<file path="src/rtl/seg7_frame_decoder_if.sv">
// Bus bundle between a multiplexed 7-segment driver and its frame decoder.
// master drives the segment bus, slave decodes it back into frames.
interface seg7_frame_decoder_if #(
    parameter int DIGITS = 6
);
    logic [6:0]          seg;
    logic [DIGITS-1:0]   digit_sel;
    logic                clear_err;
    logic [4*DIGITS-1:0] frame;
    logic                frame_valid;
    logic                bad_glyph;
    logic                bad_sel;

    modport master (
        output seg, digit_sel, clear_err,
        input  frame, frame_valid, bad_glyph, bad_sel
    );

    modport slave (
        input  seg, digit_sel, clear_err,
        output frame, frame_valid, bad_glyph, bad_sel
    );
endinterface

</file>
<file path="src/rtl/seg7_frame_decoder.sv">
// Receive side of the lab display path: recovers nibble frames from a
// time-multiplexed active-low 7-segment bus, HEX5 at MSB, HEX0 at LSB.
module seg7_frame_decoder #(
    parameter int STABLE_CYCLES = 4,
    parameter int DIGITS        = 6
) (
    input  logic                 clock,
    input  logic                 reset,
    seg7_frame_decoder_if.slave  bus
);
    localparam int FW = 4 * DIGITS;
    localparam logic [7:0] STABLE = 8'(STABLE_CYCLES);
    localparam logic [DIGITS-1:0] D0 = DIGITS'(1);

    typedef enum logic [1:0] {IDLE, COLLECT, EMIT} state_t;

    state_t              state, state_nxt;
    logic [6:0]          smp_seg, prv_seg;
    logic [DIGITS-1:0]   smp_sel, prv_sel;
    logic [7:0]          cnt, cnt_nxt;
    logic                same, accept;
    logic                legal;
    logic [3:0]          nib;
    logic                sel_zero, sel_one, take, is_d0;
    logic                glyph_err, sel_err;
    logic [DIGITS-1:0]   mask, mask_nxt;
    logic [FW-1:0]       shadow, shadow_nxt, frame_q;
    logic                full;
    logic                bad_glyph_q, bad_sel_q;

    // Input register plus the previous sample, and the stability counter.
    always_ff @(posedge clock or posedge reset) begin
        if (reset) begin
            smp_seg <= '0;
            smp_sel <= '0;
            prv_seg <= '0;
            prv_sel <= '0;
            cnt     <= '0;
        end else begin
            smp_seg <= bus.seg;
            smp_sel <= bus.digit_sel;
            prv_seg <= smp_seg;
            prv_sel <= smp_sel;
            cnt     <= cnt_nxt;
        end
    end

    // Saturating run counter; acceptance fires only on the cycle it reaches the limit.
    always_comb begin
        same    = ({smp_sel, smp_seg} == {prv_sel, prv_seg});
        cnt_nxt = 8'd1;
        if (same) cnt_nxt = (cnt == STABLE) ? cnt : cnt + 8'd1;
        accept  = (cnt_nxt == STABLE) && !(same && (cnt == STABLE));
    end

    // Glyph lookup and classification of the accepted sample.
    always_comb begin
        legal = 1'b1;
        nib   = 4'h0;
        case (smp_seg)
            7'h40: nib = 4'h0;
            7'h79: nib = 4'h1;
            7'h24: nib = 4'h2;
            7'h30: nib = 4'h3;
            7'h19: nib = 4'h4;
            7'h12: nib = 4'h5;
            7'h02: nib = 4'h6;
            7'h78: nib = 4'h7;
            7'h00: nib = 4'h8;
            7'h18: nib = 4'h9;
            7'h08: nib = 4'hA;
            7'h03: nib = 4'hB;
            7'h46: nib = 4'hC;
            7'h21: nib = 4'hD;
            7'h06: nib = 4'hE;
            7'h0E: nib = 4'hF;
            default: legal = 1'b0;
        endcase
        sel_zero  = (smp_sel == '0);
        sel_one   = !sel_zero && ((smp_sel & (smp_sel - D0)) == '0);
        is_d0     = smp_sel[0];
        take      = accept && sel_one && legal;
        glyph_err = accept && sel_one && !legal;
        sel_err   = accept && !sel_zero && !sel_one;
    end

    // Shadow slot writes and seen-mask bookkeeping for the current state.
    always_comb begin
        mask_nxt   = mask;
        shadow_nxt = shadow;
        unique case (state)
            IDLE: begin
                if (take && is_d0) begin
                    mask_nxt         = D0;
                    shadow_nxt[3:0]  = nib;
                end
            end
            COLLECT: begin
                if (take) begin
                    for (int i = 0; i < DIGITS; i++) begin
                        if (smp_sel[i]) shadow_nxt[4*i +: 4] = nib;
                    end
                    mask_nxt = is_d0 ? D0 : (mask | smp_sel);
                end
            end
            EMIT: mask_nxt = '0;
            default: mask_nxt = '0;
        endcase
        full = &mask_nxt;
    end

    // State register.
    always_ff @(posedge clock or posedge reset) begin
        if (reset) state <= IDLE;
        else       state <= state_nxt;
    end

    // Next-state: align on digit 0, emit once every digit has been seen.
    always_comb begin
        state_nxt = state;
        unique case (state)
            IDLE:    if (take && is_d0) state_nxt = full ? EMIT : COLLECT;
            COLLECT: if (full) state_nxt = EMIT;
            EMIT:    state_nxt = IDLE;
            default: state_nxt = IDLE;
        endcase
    end

    // Outputs: the valid pulse is the single EMIT cycle.
    always_comb begin
        bus.frame_valid = (state == EMIT);
        bus.frame       = frame_q;
        bus.bad_glyph   = bad_glyph_q;
        bus.bad_sel     = bad_sel_q;
    end

    // Datapath: mask, shadow, frame load on entry to EMIT, sticky error flags.
    always_ff @(posedge clock or posedge reset) begin
        if (reset) begin
            mask        <= '0;
            shadow      <= '0;
            frame_q     <= '0;
            bad_glyph_q <= 1'b0;
            bad_sel_q   <= 1'b0;
        end else begin
            mask   <= mask_nxt;
            shadow <= shadow_nxt;
            if (state_nxt == EMIT) frame_q <= shadow_nxt;
            if (glyph_err)          bad_glyph_q <= 1'b1;
            else if (bus.clear_err) bad_glyph_q <= 1'b0;
            if (sel_err)            bad_sel_q <= 1'b1;
            else if (bus.clear_err) bad_sel_q <= 1'b0;
        end
    end
endmodule

</file>
<file path="src/flat_wrapper.sv">
// flat-port wrapper written by rule: the top's interface ports become plain ports
module seg7_frame_decoder_flat 
#(
    parameter int STABLE_CYCLES = 4,
    parameter int DIGITS        = 6
)
  (clock, reset, bus_seg, bus_digit_sel, bus_clear_err, bus_frame, bus_frame_valid, bus_bad_glyph, bus_bad_sel);
  seg7_frame_decoder_if #(.DIGITS(DIGITS)) bus_i ();
  input  logic clock;
  input  logic reset;
  input wire logic [$bits(bus_i.seg)-1:0] bus_seg;
  input wire logic [$bits(bus_i.digit_sel)-1:0] bus_digit_sel;
  input wire logic [$bits(bus_i.clear_err)-1:0] bus_clear_err;
  output wire logic [$bits(bus_i.frame)-1:0] bus_frame;
  output wire logic [$bits(bus_i.frame_valid)-1:0] bus_frame_valid;
  output wire logic [$bits(bus_i.bad_glyph)-1:0] bus_bad_glyph;
  output wire logic [$bits(bus_i.bad_sel)-1:0] bus_bad_sel;
  assign bus_i.seg = bus_seg;
  assign bus_i.digit_sel = bus_digit_sel;
  assign bus_i.clear_err = bus_clear_err;
  assign bus_frame = bus_i.frame;
  assign bus_frame_valid = bus_i.frame_valid;
  assign bus_bad_glyph = bus_i.bad_glyph;
  assign bus_bad_sel = bus_i.bad_sel;
  seg7_frame_decoder #(.STABLE_CYCLES(STABLE_CYCLES), .DIGITS(DIGITS)) u_core (.clock(clock), .reset(reset), .bus(bus_i));
endmodule
</file>
<file path="config.mk">
export PLATFORM = sky130hd
export DESIGN_NAME = seg7_frame_decoder_flat
export DESIGN_NICKNAME = d
export VERILOG_FILES = /design/src/rtl/seg7_frame_decoder_if.sv /design/src/rtl/seg7_frame_decoder.sv /design/src/flat_wrapper.sv
export SDC_FILE = /design/constraint.sdc
export NUM_CORES = 1
export LEC_CHECK = 0
export CAP_MARGIN = 20
export CORE_UTILIZATION = 56
export DETAILED_ROUTE_END_ITERATION = 6
export PLACE_DENSITY = 0.79
export REMOVE_ABC_BUFFERS = 1
export SLEW_MARGIN = 20
export SYNTH_ARGS = -nofsm -noshare
export SYNTH_HDL_FRONTEND = slang
export SYNTH_SLANG_ARGS = --single-unit
</file>
<file path="constraint.sdc">
create_clock -name clock -period 4.05 [get_ports clock]
set_input_delay 0.405 -clock clock [delete_from_list [all_inputs] [get_ports clock]]
set_output_delay 0.405 -clock clock [all_outputs]
set_load 0.02 [all_outputs]
</file>
# Yosys cells after proc, flatten, opt, wreduce, memory -nomap -nowiden
# Index checks and enable logic that the tools add are counted.
[classes]
addsub = 2
n_reduce_logical = 21
bitwise = 2
n_eq_ne = 21
n_mux = 25
[ops]
columns = ["cell", "count"]
rows = [
  ["one-hot mux 4 bit (15 select lines)", 1],
  ["equality test 7 bit (second input constant)", 4],
  ["two-way mux 4 bit", 7],
  ["two-way mux 24 bit", 1],
  ["equality test 7 x 5 -> 1 bit (second input constant)", 3],
  ["equality test 7 x 6 -> 1 bit (second input constant)", 3],
  ["two-way mux 20 bit", 1],
  ["two-way mux 6 bit", 3],
  ["equality test 8 x 3 -> 1 bit (second input constant)", 2],
  ["two-way mux 8 bit", 2],
  ["OR reduction 16 bit", 1],
  ["equality test 7 x 2 -> 1 bit (second input constant)", 2],
  ["equality test 7 x 4 -> 1 bit (second input constant)", 2],
  ["equality test 13 bit", 1],
  ["zero test 6 bit", 2],
  ["one-hot mux 6 bit (2 select lines)", 1],
  ["logical AND 1 bit", 9],
  ["adder 8 x 1 -> 8 bit (second input constant)", 1],
  ["one-hot mux 4 bit (2 select lines)", 1],
  ["equality test 7 x 3 -> 1 bit (second input constant)", 1],
  ["zero test 7 bit", 1],
  ["bitwise AND 6 bit", 1],
  ["two-way mux 2 bit", 3],
  ["OR 6 bit", 1],
  ["other kinds (9)", 17],
]
[word_totals]
inputBits = 16
wordCells = 82
out_inout_bits = 27
reg_bits = 92

# Longest topological paths before layout
[depth]
word_depth = 15
mapped_depth = 12
ltp_nobuf = 9

# Least setup slack after synthesis
# No wires, ideal clock.
[synth_timing]
kind = "register -> register"
startpoint = "register u_core.cnt[0]"
endpoint = "register u_core.frame_q[10], in the netlist u_core.bus.frame[10]"
setup_ns = 0.125
t_arrival_ns = 3.209
path_buffers = 3
period_less_slack_ns = 3.334
setup_slack_ns = 0.716
path_stages_with_launch = 13
required_ns = 3.925
path_cell_list = "dfrtp_1 -> ha_1 -> buf_2 -> and4b_1 -> nor3_1 -> nor4b_2 -> and4_1 -> nor4b_4 -> o211ai_1 -> or4_1 -> buf_6 -> buf_12 -> mux2_4"
[synth_via]
elab_chain_cells = 15
word_cells_on_any_way = 22
classes_between = "add/sub: 1; eq/ne: 3; mux: 11; reduce/logical: 7"
[synth_rtl]
columns = ["element", "line_no", "text"]
rows = [
  ["start: declaration", "seg7_frame_decoder.sv:20", "logic [7:0] cnt, cnt_nxt;"],
  ["start signal: assignment", "seg7_frame_decoder.sv:44", "cnt <= cnt_nxt;"],
  ["adder 8 x 1 -> 8 bit / equality test 8 x 3 -> 1 bit (equally long branches)", "seg7_frame_decoder.sv:52, seg7_frame_decoder.sv:53", ""],
  ["two-way mux 8 bit (2 in series)", "seg7_frame_decoder.sv:52", "if (same) cnt_nxt = (cnt == STABLE) ? cnt : cnt + 8'd1;"],
  ["equality test 8 x 3 -> 1 bit", "seg7_frame_decoder.sv:53", "accept = (cnt_nxt == STABLE) && !(same && (cnt == STABLE));"],
  ["logical AND 1 bit *", "seg7_frame_decoder.sv:53", ""],
  ["logical AND 1 bit * (2 in series)", "seg7_frame_decoder.sv:82", "take = accept && sel_one && legal;"],
  ["logical AND 1 bit", "seg7_frame_decoder.sv:93, seg7_frame_decoder.sv:122", ""],
  ["two-way mux 6 bit", "seg7_frame_decoder.sv:93", "if (take && is_d0) begin"],
  ["one-hot mux 6 bit (2 select lines)", "seg7_frame_decoder.sv:91", "unique case (state)"],
  ["AND reduction 6 bit", "seg7_frame_decoder.sv:109", "full = &mask_nxt;"],
  ["two-way mux 2 bit (2 in series)", "seg7_frame_decoder.sv:122", "IDLE: if (take && is_d0) state_nxt = full ? EMIT : COLLECT;"],
  ["one-hot mux 2 bit (2 select lines)", "seg7_frame_decoder.sv:121", "unique case (state)"],
  ["equality test 2 bit", "seg7_frame_decoder.sv:148", "if (state_nxt == EMIT) frame_q <= shadow_nxt;"],
  ["end signal: assignment", "seg7_frame_decoder.sv:148", ""],
  ["end: declaration", "seg7_frame_decoder.sv:27", "logic [FW-1:0] shadow, shadow_nxt, frame_q;"],
]
# Mark *: on every way between the ends. The rest lies on a longest branch, timed or not.
# A chain may end at the register's enable or synchronous reset.

# Worst setup path after layout
[layout_timing]
startpoint = "register u_core.cnt[0]"
endpoint = "register u_core.frame_q[15], in the netlist u_core.bus.frame[15]"
# The elaborated chain is that of the path after synthesis.

==> results.ini <==
[worst_setup_path]
crit_chain = ha_1 -> nor3b_1 -> nor3_1 -> nor4b_2 -> and4_1 -> nor4b_4 -> o211ai_1 -> or4_1 -> buf_4 -> mux2_4
cpLargestDelayFamily = simple AND/OR/NAND/NOR gates
critical_path_buf_inv_count = 1
path_depth = 10
crit_path_end_kind = flip-flop
criticalPathCategory = flip-flop to flip-flop
critical_path.max_stage_delay_ps = 520
arrival_ps = 3890
crit_slowest_cell = or4_1
crit_required_ps = 4300
reg2regPathDepth = 10
worstPathMaxFanout = 26
start_kind = flip-flop

[synth]
async_flop_share = 1.000
synth_most_common_cell = dfrtp_1
ys_types = 58
syn-cell-area_um2 = 4305
synth_top_area_share = 0.5347
ys_top_cells_by_count = dfrtp_1, mux2_2, nor2_1, xnor2_1, mux2_4
synth_fa_ha_area_frac = 0.01075
synth_top_family_by_area = simple AND/OR/NAND/NOR gates
yosysSeqAreaShare = 0.5347
ys_ff_latch = 92
synth_flop_cell = dfrtp_1
synth.area.mux_share = 0.1412
synth_xor_area_frac = 0.05289
yosysWarnings = 0
avgSynthCellArea_um2 = 12.30
synth_compound_area_frac = 0.07672
synth_edf_count = 0
netlist_instances = 350
ys_top_cells_by_area = dfrtp_1, mux2_2, mux2_4, xnor2_1, nor2_1
synthSimpleGateAreaFrac = 0.1421
synth_largest_area_cell = dfrtp_1

[die]
start_util = 0.5873
core_um2 = 7331
die-area_um2 = 8043
dieWidth_um = 89.68
std_cell_rows = 31
ios = 43
die_h_um = 89.68

[routing]
vias = 2744
drt_iter0_markers = 258
vias_per_cell = 5.611
drc_errors = 0
ant_nets = 0
drtPass1Iterations = 4
finalWirelength_mm = 8.011
wire_per_inst_um = 16.38

[global_routing]
antenna_found_initial = 0
grt_max_degree = 38
grt_remaining_overflow = 0
track_usage = 0.2246
grt_pass1_wl_mm = 13.16
grt_pass1_vias = 2671

[sta]
relSlewSlack = 0.2609
hold_ws_ps = 423.5
period_needed_ps = 3647
finalSetupTns_ps = 0
hold_viol = 0
max_clock_freq_ghz = 0.2742
finalWorstSetupSlack_ps = 402.9
final.period_utilization = 0.9005
final_max_slew_viol_count = 0
worstMarginPinSlew_ps = 1099
setup_viol = 0
worst_clock_skew_ps = 12.99
rsz0062_at_grt = false

[flow_run]
maxCapViolCount = 0

[cts]
hold_buffers = 0
cts_sinks = 92
post_cts_buffers = 0
cts_inserted_buffers = 9
cts_root_buffer = clkbuf_8
h-tree-depth = 3
cts_tree = built
clockBufferDepth = 2
post_cts_resized = 0
worstSkewPairLatency_ps = 360
path_clk_slew_ps = 90

[placed_design]
dp.cells = 474
io_buffers = 42
gp_congestion = 0.8878
pre_cts_ws_ps = 407.2
place_hpwl_mm = 5.466

[outcome]
outcome = finished clean

[layout]
area_growth_pct = 14.47
fin_cells = 489
nNetsFinal = 404
diodes = 0
drive_above_1_share = 0.1974

[power]
p_per_area_nw_per_um2 = 332.6
p_leak_nw = 2.208
vdd_drop_max_mv = 0.2568

[worst_hold_path]
hold_path_class = input port to async pin

==> per-stage QoR <==
| stage | total power (W) | area (um2) | util |
|---|---|---|---|
| floorplan | 0.001020 | 4172 | - |
| global placement | 0.001053 | 4740 | 0.6465 |
| detailed placement | 0.001055 | 4740 | 0.6465 |
| CTS | 0.001652 | 4928 | 0.6723 |
| global route | 0.001701 | 4928 | 0.6723 |
| finish | 0.001639 | 4928 | 0.6723 |
==> logic make-up (layout without fill, tap and decap cells) <==
| kind of cell | Yosys count | count (layout) |
|---|---|---|
| multiplexers | 48 | 48 |
| XOR/XNOR | 26 | 26 |
| AND/OR/NAND/NOR | 102 | 102 |
| adder cells (fa/ha/maj) | 4 | 4 |
| buffers and inverters | 32 | 72 |
| flip-flops | 92 | 92 |
| AO/OA/AOI/OAI | 46 | 46 |
==> registers in the layout (all words and copies together) (netlist names), 2 cells and up <==
register,count
u_core.mask,6
u_core.prv_seg,7
u_core.cnt,8
u_core.smp_seg,7
u_core.prv_sel,6
u_core.bus.frame,24
u_core.smp_sel,6
u_core.shadow,24
u_core.state,2
==> cells in the final DEF (no fill, tap or decap), types with 9 or more instances in the layout <==
cell type	Yosys	routed
dfrtp_1	92	92
a21oi_1	14	14
clkdlybuf4s50_1	0	42
nand2_1	14	14
inv_1	12	11
xnor2_1	19	19
nor2_1	21	21
clkbuf_8	0	9
mux2_2	30	30
mux2_4	18	18
==> final timing paths <==
check                      slack, ps               from              endpoint
hold / removal                   420              reset     u_core.shadow[17]
setup reg to reg                 400      u_core.cnt[0]  u_core.bus.frame[15]
hold reg to reg                  500  u_core.shadow[21]     u_core.shadow[21]
max in group asynchronous       2830              reset  u_core.bus.frame[10]
min in group clock               480         bus_seg[5]     u_core.smp_seg[5]
setup / recovery                 400      u_core.cnt[0]  u_core.bus.frame[15]
==> layout make-up <==
cell class                 instances  area [um2]
clock buffer                      10       127.6
clock inverter                     5       61.31
fill                             532        2402
inverter                          12       46.29
multi-input combinational        226        1824
sequential                        92        2302
tap                               99       123.9
timing repair buffer              45       442.9
==> per-layer routing <==
layer / routed length, um / track usage
met1: 3712 / 0.3162
met2: 3838 / 0.3478
met3: 353 / 0.04113
met4: 107 / 0.08947
met5: 0 / 0
==> power by group <==
group / internal, W / switching, W
Sequential: 0.000931 / 0.0000240
Combinational: 0.0000380 / 0.0000429
Clock: 0.000287 / 0.000317
(Power assumes the default switching activity.)
